`config.mk`:
```
export PLATFORM = sky130hd
export DESIGN_NAME = cr_segmented_accumulator
export DESIGN_NICKNAME = d
export VERILOG_FILES = /design/src/rtl/cr_segmented_accumulator_pkg.sv /design/src/rtl/cr_segmented_accumulator_seg_carry_resolve.sv /design/src/rtl/cr_segmented_accumulator.sv
export SDC_FILE = /design/constraint.sdc
export NUM_CORES = 2
export LEC_CHECK = 0
export CORE_MARGIN = 3
export CORE_UTILIZATION = 24
export CTS_BUF_LIST = sky130_fd_sc_hd__clkbuf_2
export DETAILED_ROUTE_END_ITERATION = 10
export REMOVE_ABC_BUFFERS = 1
export SLEW_MARGIN = 20
export SYNTH_ARGS = -nofsm -noshare
export SYNTH_HDL_FRONTEND = slang
export SYNTH_SLANG_ARGS = --single-unit
```
`constraint.sdc`:
```
create_clock -name clk -period 17.13 [get_ports clk]
set_input_delay 1.713 -clock clk [delete_from_list [all_inputs] [get_ports clk]]
set_output_delay 1.713 -clock clk [all_outputs]
set_load 0.01 [all_outputs]
```
`src/rtl/cr_segmented_accumulator_pkg.sv`:
```
// Shared types and helpers for the segmented (SIMD-lane) PRNG accumulator.
// Also provides a default for LEN_MAX_CR, which sets the run-length counter width.
`ifndef LEN_MAX_CR
`define LEN_MAX_CR 32
`endif

package cr_segmented_accumulator_pkg;

    typedef enum logic [1:0] {
        S_ACC = 2'd0,
        S_RES = 2'd1,
        S_OUT = 2'd2
    } cr_state_t;

    // 32-bit word plus its carry-out, as produced by the stage-1 adders
    typedef struct packed {
        logic        c;
        logic [31:0] v;
    } u32_w_c_t;

    // Bit i is set when word i starts a lane of 32 << lane_log bits.
    // lane_log values above log_n clamp to one lane spanning all words.
    function automatic logic [31:0] make_lane_start(input int unsigned lane_log,
                                                    input int unsigned log_n);
        int unsigned eff;
        logic [31:0] m;
        eff = (lane_log > log_n) ? log_n : lane_log;
        for (int unsigned i = 0; i < 32; i++)
            m[i] = ((i & ((32'd1 << eff) - 32'd1)) == 32'd0);
        return m;
    endfunction

endpackage

```
`src/rtl/cr_segmented_accumulator_seg_carry_resolve.sv`:
```
// Combinational lane-aware carry resolution over stage-1 partial sums.
// Carries ripple low to high and restart at every lane start with carry-in = sub.
module cr_segmented_accumulator_seg_carry_resolve
    import cr_segmented_accumulator_pkg::*;
#(
    parameter int N_WORDS = 8
) (
    input  u32_w_c_t [N_WORDS-1:0] i_ps,
    input  logic [N_WORDS-1:0]     i_lane_start,
    input  logic                   i_sub,
    output logic [N_WORDS*32-1:0]  o_words,
    output logic [N_WORDS-1:0]     o_lane_cout
);

    logic [N_WORDS-1:0] w_top;

    // A word is the top of its lane when the next word starts a new lane
    assign w_top = {1'b1, i_lane_start[N_WORDS-1:1]};

    // Ripple carries across words, containing them at lane boundaries
    always_comb begin
        logic        carry;
        logic        cin;
        logic        cout;
        logic [32:0] sum;
        carry       = 1'b0;
        o_words     = '0;
        o_lane_cout = '0;
        for (int i = 0; i < N_WORDS; i++) begin
            cin  = i_lane_start[i] ? i_sub : carry;
            sum  = {1'b0, i_ps[i].v} + {32'd0, cin};
            cout = i_ps[i].c | sum[32];
            o_words[i*32 +: 32] = sum[31:0];
            o_lane_cout[i]      = cout & w_top[i];
            carry = cout;
        end
    end

endmodule

```
`src/rtl/cr_segmented_accumulator.sv`:
```
// Segmented accumulator: folds len PRNG words into a wide register split into
// lanes of 32 << lane_log bits (add or subtract), then presents the result.
// Optional macro CR_LANE_OVF_EN adds the sticky per-lane overflow output ovf_o.
module cr_segmented_accumulator
    import cr_segmented_accumulator_pkg::*;
#(
    parameter int N_WORDS = 8,
    parameter int LOG_W   = $clog2(N_WORDS) + 1,
    parameter int CNT_W   = `LEN_MAX_CR
) (
    input  logic                  clk,
    input  logic                  rst,
    input  logic                  clear_i,
    input  logic [LOG_W-1:0]      lane_log_i,
    input  logic                  sub_i,
    input  logic [CNT_W-1:0]      len_i,
    input  logic                  in_valid_i,
    output logic                  in_ready_o,
    input  logic [N_WORDS*32-1:0] in_data_i,
    output logic                  out_valid_o,
    input  logic                  out_ready_i,
    output logic [N_WORDS*32-1:0] acc_o,
`ifdef CR_LANE_OVF_EN
    output logic [N_WORDS-1:0]    ovf_o,
`endif
    output logic [CNT_W-1:0]      cnt_o
);

    localparam int unsigned LOG2N = $clog2(N_WORDS);

    cr_state_t r_state, w_state_nxt;

    logic [N_WORDS*32-1:0]  r_acc;
    logic [CNT_W-1:0]       r_cnt;
    logic [LOG_W-1:0]       r_lane_log;
    logic                   r_sub;
    logic [CNT_W-1:0]       r_len;
    u32_w_c_t [N_WORDS-1:0] r_ps;
    u32_w_c_t [N_WORDS-1:0] w_ps;

    logic                   w_hs;
    logic                   w_sub;
    logic [CNT_W-1:0]       w_cnt_nxt;
    logic [CNT_W-1:0]       w_len_eff;
    logic [31:0]            w_start_all;
    logic [N_WORDS-1:0]     w_lane_start;
    logic [N_WORDS*32-1:0]  w_resolved;
    logic [N_WORDS-1:0]     w_lane_cout;

    // A handshake coinciding with clear_i is discarded
    assign w_hs      = in_valid_i && in_ready_o && !clear_i;
    // The first word of a run uses the config being latched alongside it
    assign w_sub     = (r_cnt == '0) ? sub_i : r_sub;
    assign w_cnt_nxt = r_cnt + 1'b1;
    assign w_len_eff = (r_len == '0) ? {{(CNT_W-1){1'b0}}, 1'b1} : r_len;

    assign w_start_all  = make_lane_start(32'(r_lane_log), LOG2N);
    assign w_lane_start = w_start_all[N_WORDS-1:0];

    generate
        if (N_WORDS < 32) begin : g_start_unused
            logic w_start_unused;
            assign w_start_unused = ^w_start_all[31:N_WORDS];
        end
    endgenerate

    // Stage 1: per-word sum of acc and (optionally inverted) data, carry kept aside
    always_comb begin
        w_ps = '0;
        for (int i = 0; i < N_WORDS; i++)
            {w_ps[i].c, w_ps[i].v} = {1'b0, r_acc[i*32 +: 32]}
                + {1'b0, (w_sub ? ~in_data_i[i*32 +: 32] : in_data_i[i*32 +: 32])};
    end

    cr_segmented_accumulator_seg_carry_resolve #(
        .N_WORDS (N_WORDS)
    ) u_resolve (
        .i_ps         (r_ps),
        .i_lane_start (w_lane_start),
        .i_sub        (r_sub),
        .o_words      (w_resolved),
        .o_lane_cout  (w_lane_cout)
    );

    // State register
    always_ff @(posedge clk) begin
        if (rst) r_state <= S_ACC;
        else     r_state <= w_state_nxt;
    end

    // Next-state logic
    always_comb begin
        w_state_nxt = r_state;
        if (clear_i) begin
            w_state_nxt = S_ACC;
        end else begin
            case (r_state)
                S_ACC:   if (w_hs) w_state_nxt = S_RES;
                S_RES:   w_state_nxt = (w_cnt_nxt == w_len_eff) ? S_OUT : S_ACC;
                S_OUT:   if (out_ready_i) w_state_nxt = S_ACC;
                default: w_state_nxt = S_ACC;
            endcase
        end
    end

    // Handshake outputs decoded from state
    always_comb begin
        in_ready_o  = (r_state == S_ACC);
        out_valid_o = (r_state == S_OUT);
    end

    // Datapath: partial sums, accumulator, run count and latched config
    always_ff @(posedge clk) begin
        if (rst) begin
            r_acc      <= '0;
            r_cnt      <= '0;
            r_ps       <= '0;
            r_lane_log <= '0;
            r_sub      <= 1'b0;
            r_len      <= '0;
        end else if (clear_i) begin
            r_acc <= '0;
            r_cnt <= '0;
        end else begin
            case (r_state)
                S_ACC: if (w_hs) begin
                    r_ps <= w_ps;
                    if (r_cnt == '0) begin
                        r_lane_log <= lane_log_i;
                        r_sub      <= sub_i;
                        r_len      <= len_i;
                    end
                end
                S_RES: begin
                    r_acc <= w_resolved;
                    r_cnt <= w_cnt_nxt;
                end
                S_OUT: if (out_ready_i) begin
                    r_acc <= '0;
                    r_cnt <= '0;
                end
                default: ;
            endcase
        end
    end

    assign acc_o = r_acc;
    assign cnt_o = r_cnt;

`ifdef CR_LANE_OVF_EN
    logic [N_WORDS-1:0] r_ovf;

    // Sticky lane overflow: discarded carry when adding, missing carry when subtracting
    always_ff @(posedge clk) begin
        if (rst || clear_i)
            r_ovf <= '0;
        else if (r_state == S_RES)
            r_ovf <= r_ovf | (r_sub ? (~w_lane_cout & {1'b1, w_lane_start[N_WORDS-1:1]})
                                    : w_lane_cout);
        else if (r_state == S_OUT && out_ready_i)
            r_ovf <= '0;
    end

    assign ovf_o = r_ovf;
`else
    logic w_cout_unused;
    assign w_cout_unused = ^w_lane_cout;
`endif

endmodule

```
==> impl_metrics.json <==
{
  "status": "finished, final reports clean",
  "hold_end": "r_ps[240]",
  "core_region_area_um2": 162000,
  "setup_tns_ns": 0,
  "synth.most_common_cell": "dfxtp_1",
  "synth_compound_area_frac": 0.210,
  "dpl.cell_count": 7480,
  "setup_viol": 0,
  "nNetsFinal": 6082,
  "vias_per_cell": 4.90,
  "synth_cell_types": 75,
  "fin_cells": 7797,
  "post-route-drc-count": 0,
  "reg2reg_slack_ns": 1.26,
  "synth-xor-area-share": 0.168,
  "met2_usage": 0.285,
  "cts.sinks": 590,
  "yosysTopAreaCell": "dfxtp_1",
  "worst_slew_pin_slew_ns": 1.14,
  "p_leak_uw": 0.0194,
  "antenna_left": 0,
  "p_per_area_nw_per_um2": 65.4,
  "ys.flop_type": "dfxtp_1",
  "gr-total-overflow": 0,
  "hold_path_depth": 2,
  "cpMaxStageDelayCell": "or4_4",
  "synth_top_family_by_area": "compound AO/OA/AOI/OAI gates",
  "hp-class": "flop to flop",
  "antenna_found_initial": 23,
  "hp-start": "r_ps[240]",
  "grt_use_met1": 0.219,
  "yosysWarnings": 0,
  "r2r_end": "acc_o[255]",
  "dr.pass1.iters": 5,
  "vias": 38200,
  "use_met3": 0.0460,
  "path_common_cell": "ha_1",
  "grt_pass1_vias": 37300,
  "grt_max_degree": 168,
  "ioPinCount": 588,
  "crit_required_ns": 18.58,
  "maxCapViolCount": 0,
  "drive_above_1_share": 0.0729,
  "grt_pass1_wl_um": 227000,
  "reg2reg_depth": 83,
  "synth-edff-count": 0,
  "slew_viol_final": 0,
  "synth.cell_area_um2": 39300,
  "fin_crit_sh": 0.927,
  "clock_latency_ns": 1.65,
  "worstPathArrival_ns": 17.32,
  "dpl.hpwl_um": 115000,
  "synth_cells": 4909,
  "synth_seq_cells": 590,
  "io_buffers": 587,
  "drt_iter0_drc": 2165,
  "dieHeight_um": 411,
  "place_congestion": 0.909,
  "max-slew-margin-rel": 0.238,
  "crit_path_max_incr_delay_ns": 0.53,
  "rr_startpoint": "r_ps[0]",
  "dieArea_um2": 169000,
  "clkTransAtPathRegs_ns": 0.10,
  "fin_crit_ns": 15.87,
  "die_w_um": 411,
  "fin_skew_ns": 0.157,
  "worst_setup_path_start_kind": "flop",
  "rows": 147,
  "fmax_ghz": 0.0630,
  "cts_tree": "built",
  "critical_path.top_delay_family": "simple AND/OR/NAND/NOR gates",
  "syn_area_per_cell_um2": 8.01,
  "dpl_worst_slack_ns": -1.00,
  "cp.depth": 83,
  "start_util": 0.243,
  "synth_top_area_frac": 0.300,
  "htreeDepth": 4,
  "numCtsBuffers": 175,
  "synth_fa_ha_area_frac": 0.0916,
  "hold_violations": 0,
  "wl_um": 153000,
  "ctsRootBufferMaster": "clkbuf_2",
  "clockBufferDepth": 3,
  "muxShareOfSynthArea": 0.0102,
  "yosys-top-cells-area": "dfxtp_1, xnor2_1, ha_1",
  "netlist_top_cells_count": "dfxtp_1, nand2_1, xnor2_1",
  "grt-busiest-layer": "met2",
  "crit_fanout": 6,
  "synthArstFlopShare": 0,
  "setup_slack_ns": 1.26,
  "timing.hold.ws_ns": 0.465,
  "area_growth_pct": 25.4,
  "worstSetupPathType": "flop to flop",
  "gr-usage-all-layers": 0.174,
  "ys_seq_area_frac": 0.300,
  "wl_per_cell_um": 19.6,
  "yosys.area_share.simple": 0.192,
  "crit_buf_inv": 8,
  "end_kind": "flop",
  "max-vdd-ir-drop_mv": 0.0613
}
## sequential cells by signal, summed over array words and instances, names as in the netlist
signal / flops
r_ps: 263
acc_o: 256
cnt_o: 32
r_len: 32
r_lane_log: 4
r_state: 2
r_sub: 1
## stage by stage
stage	power [uW]	utilization	instance area, um^2
floorplan	1980	-	38400
global placement	2170	0.294	47600
detailed placement	2180	0.294	47600
CTS	3290	0.304	49100
global route	3430	0.305	49300
finish	3230	0.305	49300
## worst max path at each step
stage / startpoint / to / slack [ns]
3_3_place_gp: r_sub / acc_o[255] / -0.63
5_1_grt: r_ps[0] / acc_o[255] / -0.02
3_5_place_dp: r_sub / acc_o[255] / -1.00
6_report: r_ps[0] / acc_o[255] / 1.26
2_1_floorplan: r_state[1] / cnt_o[31] / -13.54
4_1_cts: r_sub / acc_o[255] / 0.03
## report_power, final
group          leakage [uW]  internal [uW]  switching, uW
logic                0.0135            295            383
clock network       0.00115            399            678
registers           0.00479           1420           53.8
total                0.0194           2110           1120
## routing by layer
| metal | up-vias | routed length [um] |
|---|---|---|
| li1 | 18700 | - |
| met1 | 18200 | 66900 |
| met2 | 1108 | 70400 |
| met3 | 239 | 11000 |
| met4 | 12 | 4440 |
| met5 | - | 79 |
## cell type report
type	count	area [um^2]
flip-flops and latches	590	11800
diodes	15	37.5
inverters	56	210
clock buffers	250	1250
repair buffers	650	6420
multi-input cells	4028	26700
fillers	17200	112000
clock inverters	48	246
well taps	2160	2700
## layout by cell type, fill, tap and decap left out, types with 30 or more instances in the layout
cell type          n
dfxtp_1          590
nand4_1           56
a21oi_1          390
nor3_1            58
and3_1            77
xor2_1           199
mux2i_1           39
clkbuf_2         250
o21bai_1          31
nor2_1           525
ha_1             271
clkdlybuf4s50_1  586
nand2b_1          41
o21ai_0          209
a22oi_1          242
nor2b_1           30
xnor2_1          556
nand2_1          582
a211oi_1          58
inv_1             55
nand3_1          132
o21a_1            31
buf_4             58
nor4_1            36
a21o_1           156
## repair_timing
item / CTS / global route
endpoints found under the setup margin: 25 / 25
pin swaps: 1 / 4
hold buffers: 0 / 0
buffers inserted: 1 / 3
gates resized for setup: 9 / 32
## worst min-delay path, cell delays in order (launching register included)
cell and delay, ns:
dfxtp_1 0.33, nand2_1 0.05, a21oi_1 0.05
## cell families (layout without fill, tap and decap cells)
| kind of cell | count (synthesis) | count (layout) |
|---|---|---|
| AO/OA/AOI/OAI | 1278 | 1278 |
| other | 0 | 15 |
| multiplexers | 40 | 40 |
| flip-flops | 590 | 590 |
| adder cells (fa/ha/maj) | 283 | 283 |
| AND/OR/NAND/NOR | 1672 | 1672 |
| buffers and inverters | 291 | 1004 |
| XOR/XNOR | 755 | 755 |
Note: power is estimated with default switching activity, not from simulation.
